### src/rtl/ras_predecode.sv
// Fetch-side predecoder feeding the return address stack: classifies RV32I
// control flow, drives ras push/pop, predicts targets and registers the beat toward decode.
package bmm_pkg;
  typedef struct packed {
    logic        vld;
    logic [31:0] ras_data;
  } ras_t;
endpackage

module ras_predecode #(
  parameter int unsigned SQUASH_BEATS = 1,
  parameter int unsigned CNT_W        = 16
) (
  input  logic               clk_i,
  input  logic               rst_ni,
  input  logic               flush_i,
  input  logic               in_valid_i,
  output logic               in_ready_o,
  input  logic [31:0]        in_pc_i,
  input  logic [31:0]        in_instr_i,
  output logic               out_valid_o,
  input  logic               out_ready_i,
  output logic [31:0]        out_pc_o,
  output logic [31:0]        out_instr_o,
  output logic               out_pred_taken_o,
  output logic [31:0]        out_pred_target_o,
  output logic               pred_redir_o,
  output logic [31:0]        pred_target_o,
  output logic               ras_push_o,
  output logic               ras_pop_o,
  output logic [31:0]        ras_pc_o,
  output logic               ras_flush_o,
  input  bmm_pkg::ras_t      ras_top_i,
  output logic [CNT_W-1:0]   cnt_call_o,
  output logic [CNT_W-1:0]   cnt_ret_o,
  output logic [CNT_W-1:0]   cnt_ret_miss_o
);

  localparam int unsigned XLEN = 32;
  localparam int unsigned SQ_W = 2;
  localparam logic [6:0]  OP_JAL    = 7'b1101111;
  localparam logic [6:0]  OP_JALR   = 7'b1100111;
  localparam logic [6:0]  OP_BRANCH = 7'b1100011;

  logic [SQ_W-1:0] squash_cnt;
  logic            acc, live;
  logic [6:0]      opcode;
  logic [4:0]      rd, rs1;
  logic            link_rd, link_rs1;
  logic            is_jal, is_jalr, is_br, is_call, is_ret, is_pop;
  logic [XLEN-1:0] imm_j, imm_b, pc_plus4;
  logic            pred_taken;
  logic [XLEN-1:0] pred_tgt;
  logic            ret_miss;

  assign in_ready_o = ~flush_i & (~out_valid_o | out_ready_i);
  assign acc        = in_valid_i & in_ready_o;
  assign live       = acc & (squash_cnt == '0);

  assign opcode   = in_instr_i[6:0];
  assign rd       = in_instr_i[11:7];
  assign rs1      = in_instr_i[19:15];
  assign link_rd  = (rd == 5'd1) | (rd == 5'd5);
  assign link_rs1 = (rs1 == 5'd1) | (rs1 == 5'd5);
  assign is_jal   = (opcode == OP_JAL);
  assign is_jalr  = (opcode == OP_JALR);
  assign is_br    = (opcode == OP_BRANCH);
  assign is_call  = (is_jal | is_jalr) & link_rd;
  assign is_ret   = is_jalr & link_rs1 & ~link_rd;
  // Linked rd and rs1 that differ: coroutine swap, pop then push.
  assign is_pop   = is_jalr & link_rs1 & (~link_rd | (rd != rs1));

  assign imm_j    = {{12{in_instr_i[31]}}, in_instr_i[19:12], in_instr_i[20], in_instr_i[30:21], 1'b0};
  assign imm_b    = {{20{in_instr_i[31]}}, in_instr_i[7], in_instr_i[30:25], in_instr_i[11:8], 1'b0};
  assign pc_plus4 = in_pc_i + 32'd4;

  assign ras_push_o  = live & ~flush_i & is_call;
  assign ras_pop_o   = live & ~flush_i & is_pop;
  assign ras_pc_o    = pc_plus4;
  assign ras_flush_o = flush_i;

  // Target prediction for the current input beat.
  always_comb begin
    pred_taken = 1'b0;
    pred_tgt   = pc_plus4;
    ret_miss   = 1'b0;
    if (is_jal) begin
      pred_taken = 1'b1;
      pred_tgt   = in_pc_i + imm_j;
    end else if (is_br && imm_b[XLEN-1]) begin
      pred_taken = 1'b1;
      pred_tgt   = in_pc_i + imm_b;
    end else if (is_ret) begin
      if (ras_top_i.vld) begin
        pred_taken = 1'b1;
        pred_tgt   = ras_top_i.ras_data;
      end else begin
        ret_miss = 1'b1;
      end
    end
  end

  // Output stage, redirect pulse and squash window.
  always_ff @(posedge clk_i or negedge rst_ni) begin
    if (!rst_ni) begin
      out_valid_o       <= 1'b0;
      out_pc_o          <= '0;
      out_instr_o       <= '0;
      out_pred_taken_o  <= 1'b0;
      out_pred_target_o <= '0;
      pred_redir_o      <= 1'b0;
      pred_target_o     <= '0;
      squash_cnt        <= '0;
    end else if (flush_i) begin
      out_valid_o  <= 1'b0;
      pred_redir_o <= 1'b0;
      squash_cnt   <= '0;
    end else begin
      pred_redir_o <= live & pred_taken;
      if (live) begin
        out_valid_o       <= 1'b1;
        out_pc_o          <= in_pc_i;
        out_instr_o       <= in_instr_i;
        out_pred_taken_o  <= pred_taken;
        out_pred_target_o <= pred_tgt;
      end else if (out_ready_i) begin
        out_valid_o <= 1'b0;
      end
      if (live && pred_taken) begin
        pred_target_o <= pred_tgt;
        squash_cnt    <= SQ_W'(SQUASH_BEATS);
      end else if (acc && squash_cnt != '0) begin
        squash_cnt <= squash_cnt - SQ_W'(1);
      end
    end
  end

  // Saturating event counters; not cleared by flush.
  always_ff @(posedge clk_i or negedge rst_ni) begin
    if (!rst_ni) begin
      cnt_call_o     <= '0;
      cnt_ret_o      <= '0;
      cnt_ret_miss_o <= '0;
    end else begin
      if (ras_push_o && cnt_call_o != '1)               cnt_call_o     <= cnt_call_o + CNT_W'(1);
      if (ras_pop_o && cnt_ret_o != '1)                 cnt_ret_o      <= cnt_ret_o + CNT_W'(1);
      if (live && ret_miss && cnt_ret_miss_o != '1)     cnt_ret_miss_o <= cnt_ret_miss_o + CNT_W'(1);
    end
  end

endmodule
### config.mk
export PLATFORM = sky130hd
export DESIGN_NAME = ras_predecode
export DESIGN_NICKNAME = d
export VERILOG_FILES = /design/src/rtl/ras_predecode.sv
export SDC_FILE = /design/constraint.sdc
export NUM_CORES = 1
export LEC_CHECK = 0
export ABC_AREA = 1
export BUFFER_PORTS_ARGS = -buffer_cell sky130_fd_sc_hd__buf_2
export CORE_MARGIN = 5
export CORE_UTILIZATION = 50
export CTS_CLUSTER_SIZE = 8
export DETAILED_ROUTE_END_ITERATION = 7
export PLACE_DENSITY = 0.86
export REMOVE_ABC_BUFFERS = 1
export SETUP_SLACK_MARGIN = 0.2
export SLEW_MARGIN = 20
export SYNTH_ARGS = -nofsm -noshare
export SYNTH_HDL_FRONTEND = slang
export SYNTH_SLANG_ARGS = --single-unit
### constraint.sdc
create_clock -name clk_i -period 1.8 [get_ports clk_i]
set_clock_uncertainty 0.2 [all_clocks]
set_input_delay 0.09 -clock clk_i [delete_from_list [all_inputs] [get_ports clk_i]]
set_output_delay 0.09 -clock clk_i [all_outputs]
set_load 0.01 [all_outputs]
==> metrics, run 1 <==
top post-synthesis cells by area=dfrtp_1 (34%), nand2_1 (22%), inv_1 (6.3%), nand3_1 (5.9%), ha_1 (4.5%); Post-synth EDFFs=0; Placed Area=between 0.015 and 0.02 sq mm; GP Congestion=~1.0; largest net degree at the start of global routing=50; CTS max path bufs=2; number of H-tree levels=4; Root Driver=clkbuf_16; Syn Area/Cell=between 6 and 7 sq um; GRT Residual Overflow=92; top-area cell type share of the netlist area=between 30 and 40%; Placed Cells=~3,000; total of warnings raised by yosys=0; Die H=between 150 and 200 um; Tool Error=[ERROR GRT-0232] Routing congestion too high. Check the congestion heatmap in the GUI.; initial core utilization=between 50% and 60%; PortBufs=~320; ys async rst share=between 90% and 100%; post-synthesis cell type count=54; num rows=slightly below 60; Mapped Area=0.0132 sq mm; GRT worst endpoint=ras_push_o; CTS Sinks=181; Post-Syn Instances=a little under 2,000; most used flip-flop cell after synthesis=dfrtp_1; Synth Register Bits=about 180; status=aborted with a tool error; TritonCTS Buffers=17; num ports=roughly 320; GRT Total Usage=approximately 75%; Exit stage=global routing (5_1_grt); Die W=around 170 um; worst_ep kind=primary output; dpl hpwl=roughly 43,000 um; area leader, netlist=dfrtp_1; sequential-to-total area share from yosys stat=~34%
-- per-layer routing --
metal / global-route usage [%] / overflow
met5: 23.1 / 0
met4: 76.5 / 42
met3: 59.3 / 0
met1: 75.8 / 3
met2: 91.5 / 47
-- synth_stat cells (2+ instances only) --
master,number
nand2_8,2
nor2_4,4
xnor2_1,10
ha_1,48
inv_4,2
a21oi_2,5
a21oi_1,68
o22ai_1,2
nor3_1,30
and3_1,2
o21ai_1,20
o21ai_0,87
dfrtp_1,181
a31oi_1,3
nand3b_1,6
buf_4,8
nand3_1,155
a21o_1,2
nand2_1,783
inv_2,5
o21bai_1,6
nor2_1,145
xor2_1,61
o21a_1,4
nand4_1,38
nand3_2,6
inv_1,222
buf_2,9
nand2_2,4
fa_1,2
inv_6,2
nor3_2,3
nor4_1,5
nor3b_1,3
buf_6,8
nor2_2,5
clkbuf_1,20
nor3_4,4
-- repair_timing --
action / 4_1_cts
hold buffers: 86
pin swaps: 124
cloned: 12
gates resized for setup: 411
endpoints found under the setup margin: 202
setup buffers: 64
endpoints found under the hold margin: 286
-- cells by family after synthesis --
| group | count (synthesis) | synth area share (%) |
|---|---|---|
| and+or+nand+nor | 1199 | 38.6 |
| DFF | 181 | 34.3 |
| AOI/OAI and AO/OA | 204 | 8.42 |
| adders and majority gates | 50 | 4.85 |
| xor gates and xnor gates | 71 | 4.71 |
| muxes | 1 | 0.0758 |
| buffers and inverters | 280 | 9.01 |
-- through the flow --
step	worst slack, ns	util [%]	setup TNS, ns	hold WS (ns)
2_1_floorplan	-2.61	-	-334.96	-0.406
3_5_place_dp	-0.725	67.7	-40.15	-0.168
3_3_place_gp	-0.625	67.7	-35.20	-0.166
4_1_cts	-0.116	82.2	-2.45	-0.315
==> inputs of run 2 (changes only) <==
Settings changed: CORE_UTILIZATION 50 to 40, CTS_CLUSTER_SIZE 8 to not set, PLACE_DENSITY 0.86 to not set, PLACE_DENSITY_LB_ADDON set to 0.15, SETUP_SLACK_MARGIN 0.2 to not set.
Clock period 1.8 ns to 2.34 ns, I/O delays scaled along.
==> run 2 against run 1 <==
Net effect:
- the run now ends clean
- synthesized cell count stayed put
- synthesized area stayed put
==> metrics, run 2 <==
clock group share of total power=28.1%; Root Driver=clkbuf_16; most used flip-flop cell after synthesis=dfrtp_1; total internal power=6.68 mW; area grow syn2layout=40.3%; top-area cell type share of the netlist area=34.3% (unchanged); GRT Total Usage=28.9%; Place WS=-0.157 ns (+0.568 ns); Critical Path Start Type=input port; Comb pwr share=about a third; critical path peak fanout=5; dpl hpwl=42,800 um (-1.4%); crit path from=in_pc_i[6]; drt first pass iters=6; P per Cell Area=roughly 570 mW/mm^2; sequential-to-total area share from yosys stat=34.3% (unchanged); area share of fa/ha/maj cells after synthesis=4.85% (unchanged); Critical Path Sink Type=output pin; initial core utilization=40.6% (-10 points); worst vdd ir=0.530 mV; via count=approximately 15,000; final worst slack=around 0.065 ns; min-delay worst type=in -> reg; CTS max path bufs=2 (unchanged); post-synthesis compound-gate area fraction=8.42% (unchanged); final setup fails=0; actual slew at the worst max-slew pin=0.585 ns; WL met1=24,200 um; max layer used=met5; Die H=192 um (+11%); Post-Syn Instances=1,986 (unchanged); net switching power of the design=between 3 and 4 mW; worst r2r src=squash_cnt[0]; core area=approximately 0.033 sq mm; share of cells above drive strength 1=a little over a quarter; xor-xnor portion of the synthesized cell area=4.71% (unchanged); Post-synth EDFFs=0 (unchanged); Synth top cells by count=nand2_1 (783), inv_1 (222), dfrtp_1 (181); GRT Residual Overflow=0; Total Wirelength=54,600 um; GP Congestion=0.992 (-5.2%); Max Cap Viol=0; Setup TNS=0 ns; most frequent cells in the layout=nand2_1 (760), buf_2 (310), inv_1 (218), dfrtp_1 (181), buf_4 (173); Final Max Slew Viols=0; most common cell in the netlist=nand2_1; initial antenna violation count=1; total of warnings raised by yosys=0 (unchanged); Critical Path AT=roughly 2.0 ns; average routed wire per standard cell=between 15 and 20 um; min-delay src=ras_top_i[8]; PortBufs=316 (unchanged); met3 wire length=a little under 4000 um; 1st-iter DRT viols=1,063; CTS tree=yes; DRC errors left=0; worst skew pair latency=0.46 ns; Reg clk slew, reported paths=about 0.070 ns; Syn Area/Cell=6.65 sq um (unchanged); area leader, netlist=dfrtp_1; num rows=66 (+12%); Pleak=approximately 10 nW; post-synthesis cell type count=54 (unchanged); unrepaired setup endpoints after global routing=true; mux share of post-synthesis cell area=0.0758% (unchanged); final hold viol count=0; worst setup path class=in -> out; Period minus WS final=approximately 2.3 ns; CTS Sinks=181 (unchanged); simple-gate share of the synthesized area=38.6% (unchanged); largest family of logic cells by synthesized area=simple AND/OR/NAND/NOR gates; most common cell after layout, fill and taps aside=nand2_1; first-pass GRT wire length=81,500 um; Peak Freq=~0.44 GHz; TritonCTS Buffers=17 (unchanged); largest net degree at the start of global routing=between 100 and 150; DR vias/cell=5.02; Synth Register Bits=181 (unchanged); num ports=317 (unchanged); CP Data Required Time=2.02 ns; period utilisation layout=97.2%; DRT antenna net count=0; Die W=192 um (+11%); status=completed; number of H-tree levels=4 (unchanged); Mapped Area=0.0132 sq mm (unchanged); number of global-route vias before repair=about 14,000; Seq pwr share=38.1%; slew margin rel.=about three fifths; WL met2=25,300 um; Post-layout nets=2,699; top post-synthesis cells by area=dfrtp_1 (34%), nand2_1 (22%), inv_1 (6.3%), nand3_1 (5.9%), ha_1 (4.5%); ys async rst share=100% (unchanged); Sw Share=a little under two fifths; die area=about 0.037 sq mm
run 2: cell counts after synthesis:
No cell type changed its count.
run 2: final cells by class:
| cell class | instances | area [sq um] |
|---|---|---|
| antenna | 2 | 5.00 |
| clock buffer | 18 | 429 |
| clock inverter | 14 | 160 |
| fill | 3304 | 14000 |
| inverter | 232 | 907 |
| multi-input combinational | 1525 | 7930 |
| sequential | 181 | 4530 |
| tap | 442 | 553 |
| timing repair buffer | 590 | 4010 |
run 2: path summary, 6_finish.rpt:
path | slack (ns) | depth (start not counted) | end
worst min register to register | 0.28 | 2 | out_instr_o[20]
worst min-delay path | 0.02 | 7 | out_pred_target_o[8]
worst max-delay path | 0.07 | 8 | ras_pc_o[28]
max in group asynchronous | 0.95 | 4 | cnt_ret_miss_o[15]
worst max register to register | 0.09 | 8 | out_instr_o[21]
min in group asynchronous | 0.42 | 3 | pred_target_o[14]
run 2: layer usage:
| metal | vias up | track usage, % |
|---|---|---|
| met5 | - | 1.79 |
| met4 | 2 | 7.57 |
| met3 | 53 | 5.34 |
| met2 | 546 | 46.5 |
| met1 | 7032 | 39.9 |
| li1 | 7458 | - |
run 2: repair_timing:
action | CTS | global route
resized for setup | 1 | 132
pin swaps | 0 | 22
setup buffers | 0 | 9
endpoints found under the setup margin | 2 | 95
hold buffers | 94 | 1
hold endpoints to repair | 293 | 1
gates cloned | 0 | 0
run 2: metrics by stage:
step	cells	hold WS [ns]	area, sq um	power [mW]	utilization, %
after detailed placement	2867	-0.0925	16400	7.38	50.5
final	3004	0.0209	18500	10.6	56.9
after CTS	2993	0.00153	18000	10.5	55.2
after global placement	2867	-0.0920	16400	7.33	50.5
after floorplan	1938	-0.379	12900	5.69	-
after global routing	3003	0.0577	18500	11.2	56.9
run 2: critical path, cell delays in order:
cell and delay [ns]:
buf_2 0.19, dlygate4sd3_1 0.60, inv_1 0.08, nor3_1 0.21, and3_4 0.26, nand2_1 0.13, xor2_1 0.20, buf_2 0.17
run 2: cell families (layout without fill, tap and decap cells):
group	after synthesis	after routing
simple gates	1199	1199
buf+inv	280	854
compound gates	204	204
flops	181	181
xor+xnor	71	71
fa+ha+maj	50	50
mux	1	1
other cells	0	2
run 2: power groups by stage:
stage                     Sequential (mW)  Clock (mW)  Combinational [mW]
after detailed placement             4.08           0                3.30
after global routing                 4.11        3.16                3.93
after global placement               4.08           0                3.26
final                                4.04        2.98                3.57
after floorplan                      4.34           0                1.35
after CTS                            4.04        3.05                3.44
Power figures use the tool's default switching activity.
==> inputs of run 3 (changes only) <==
Settings changed: ABC_AREA 1 to not set, CORE_MARGIN 5 to not set, CORE_UTILIZATION 40 to 50.
==> run 3 against run 2 <==
Net effect:
- the run now ends with negative setup slack left
- global-route usage up 8.2 points
- first-iteration DRC count down 2.8%
- combinational power down 12%
- critical path type is now reg -> reg
- critical endpoint is now cnt_ret_miss_o[13]
==> metrics, run 3 <==
status=complete, but fails checks; failing checks=negative setup slack; Post-layout nets=2,184 (-19%); Placed Area=0.0162 sq mm (-1.6%); CTS tree=yes; FF-to-FF End=cnt_ret_miss_o[13]; initial core utilization=50.8% (+10 points); Max Cap Viol=0 (unchanged); most common cell after layout, fill and taps aside=buf_4; via count=13,400 (-11%); PortBufs=316 (unchanged); Final Max Slew Viols=0 (unchanged); Post-synth EDFFs=0 (unchanged); post-layout util=77.8% (+21 points); Critical Path AT=2.52 ns (+0.56 ns); most common cell in the netlist=nand2_1; GRT Total Usage=37.1% (+8.2 points); Die W=156 um (-19%); drt first pass iters=7 (+1); unrepaired setup endpoints after global routing=true; number of global-route vias before repair=13,400 (-5.8%); most used flip-flop cell after synthesis=dfrtp_1; DRC errors left=0 (unchanged); Reg clk slew, reported paths=0.09 ns (+0.02 ns); Place WS=-0.715 ns (-0.558 ns); GP Congestion=0.983 (-0.93%); GRT Residual Overflow=0 (unchanged); total of warnings raised by yosys=0 (unchanged); top-area cell type share of the netlist area=38.1% (+3.8 points); CTS max path bufs=2 (unchanged); Post-Syn Instances=1,352 (-32%); ys async rst share=100% (unchanged); Syn Area/Cell=8.79 sq um (+32%); hold slack final=0.00674 ns (-0.0142 ns); initial antenna violation count=2 (+1); Root Driver=clkbuf_16; area leader, netlist=dfrtp_1; Total Wirelength=46,800 um (-14%); actual slew at the worst max-slew pin=0.490 ns (-0.0949 ns); Final Cell Area=0.0182 sq mm (-1.7%); largest net degree at the start of global routing=61 (-53%); DR vias/cell=5.68 (+13%); 1st-iter DRT viols=1,033 (-2.8%); min-delay worst type=in -> async; sequential-to-total area share from yosys stat=38.1% (+3.8 points); worst vdd ir=0.424 mV (-20%); critical path peak fanout=5 (unchanged); dpl hpwl=34,200 um (-20%); P per Cell Area=541 mW/mm^2 (-5.4%); Mapped Area=0.0119 sq mm (-10%); Power, Total=9.85 mW (-7.0%); Synth top cells by count=nand2_1 (301), dfrtp_1 (181), nor2_1 (68); worst setup path class=reg -> reg; share of cells above drive strength 1=40.7% (+15 points); average routed wire per standard cell=19.8 um (+8.9%); Fill cells=1,695 (-49%); Pleak=9.27 nW (-7.6%); final hold viol count=0 (unchanged); num rows=56 (-15%); CP Data Required Time=2.49 ns (+0.47 ns); Critical Path Sink Type=flip-flop; num ports=317 (unchanged); CTS Sinks=181 (unchanged); most frequent cells in the layout=buf_4 (319), buf_2 (311), nand2_1 (301), dfrtp_1 (181), dlygate4sd3_1 (76); period utilisation layout=101% (+4.2 points); final setup fails=7 (+7); Die H=156 um (-19%); R2R Setup Slk=-0.03 ns (-0.12 ns); post-synthesis cell type count=94 (+74%); DRT antenna net count=0 (unchanged); FF-to-FF path depth=9 (+1); final worst slack=-0.0336 ns (-0.0991 ns); TritonCTS Buffers=17 (unchanged); number of H-tree levels=4 (unchanged); die area=0.0244 sq mm (-34%); top post-synthesis cells by area=dfrtp_1 (38%), nand2_1 (9.5%), ha_1 (5.1%), xnor2_1 (4.9%), mux2_2 (3.1%); worst r2r src=squash_cnt[1]; area grow syn2layout=53.2%; core area=0.0234 sq mm (-28%); Critical Path Start Type=flip-flop; Peak Freq=0.421 GHz (-4.2%); worst skew pair latency=0.45 ns (about the same); Period minus WS final=2.37 ns (+0.0991 ns); slew margin rel.=67.1% (+6.1 points); first-pass GRT wire length=69,800 um (-14%); Synth Register Bits=181 (unchanged)
-- run 3: repair_timing --
action	in CTS	in global routing
resized for setup	38	73
hold buffers	76	0
endpoints found under the hold margin	262	0
pin swaps	18	37
buffers inserted	4	13
gates cloned	0	1
setup endpoints to repair	50	77
-- run 3: cell type report --
cell class	instances	area [sq um]	share of cell area [%]
clock buffers	18	439	2.41
multi-input cells	1069	7400	40.7
well taps	319	399	2.19
repair buffers	732	5150	28.3
clock inverters	14	178	0.975
inverters	31	116	0.639
diodes	1	2.50	0.0137
flip-flops and latches	181	4530	24.9
-- run 3: how the worst max path moves through the flow --
stage | from | endpoint | slack (ns) | cells past startpoint
2_1_floorplan | in_instr_i[4] | pred_target_o[15] | -1.92 | 5
3_3_place_gp | in_instr_i[31] | out_pred_target_o[30] | -0.66 | 11
3_5_place_dp | in_pc_i[1] | pred_target_o[31] | -0.72 | 12
4_1_cts | squash_cnt[0] | cnt_call_o[13] | -0.06 | 9
5_1_grt | squash_cnt[0] | cnt_ret_miss_o[13] | -0.14 | 9
6_report | squash_cnt[1] | cnt_ret_miss_o[13] | -0.03 | 9
-- run 3: metal layers --
metal / vias to the layer above / routed length [um] / global-route usage, %
met5: - / 11 / 0
met4: 2 / 2320 / 19.8
met3: 161 / 3180 / 6.97
met2: 602 / 22700 / 63.6
met1: 6451 / 18600 / 43.9
li1: 6228 / - / -
-- run 3: cell families (layout without fill, tap and decap cells) --
group / Yosys count / after routing / synth area share (%)
buffers and inverters: 102 / 795 / 3.74
multiplexers: 42 / 42 / 3.90
flip-flops: 181 / 181 / 38.1
XOR/XNOR: 92 / 92 / 6.84
other: 0 / 1 / 0
AND/OR/NAND/NOR: 560 / 560 / 22.4
adder cells (fa/ha/maj): 50 / 50 / 5.39
AO/OA/AOI/OAI: 325 / 325 / 19.6
-- run 3: critical path, cell delays in order, from the launching register on --
cell and delay, ns:
dfrtp_1 0.39, inv_1 0.06, ha_2 0.16, and4b_4 0.30, nand3_2 0.09, or3_4 0.36
a31oi_4 0.17, and3b_2 0.26, nand4_1 0.14, xnor2_1 0.15
-- run 3: per-stage QoR --
step | TNS [ns] | std cells
floorplan | -214.30 | 1281
global placement | -23.16 | 2239
detailed placement | -25.93 | 2239
CTS | -0.348 | 2351
global route | -2.98 | 2365
finish | -0.0995 | 2365
-- run 3: where the power goes --
group / leakage, nW / switching, mW / internal, mW
sequential: 2.35 / 0.193 / 3.48
clock: 0.299 / 1.55 / 1.48
combinational: 6.63 / 1.67 / 1.48
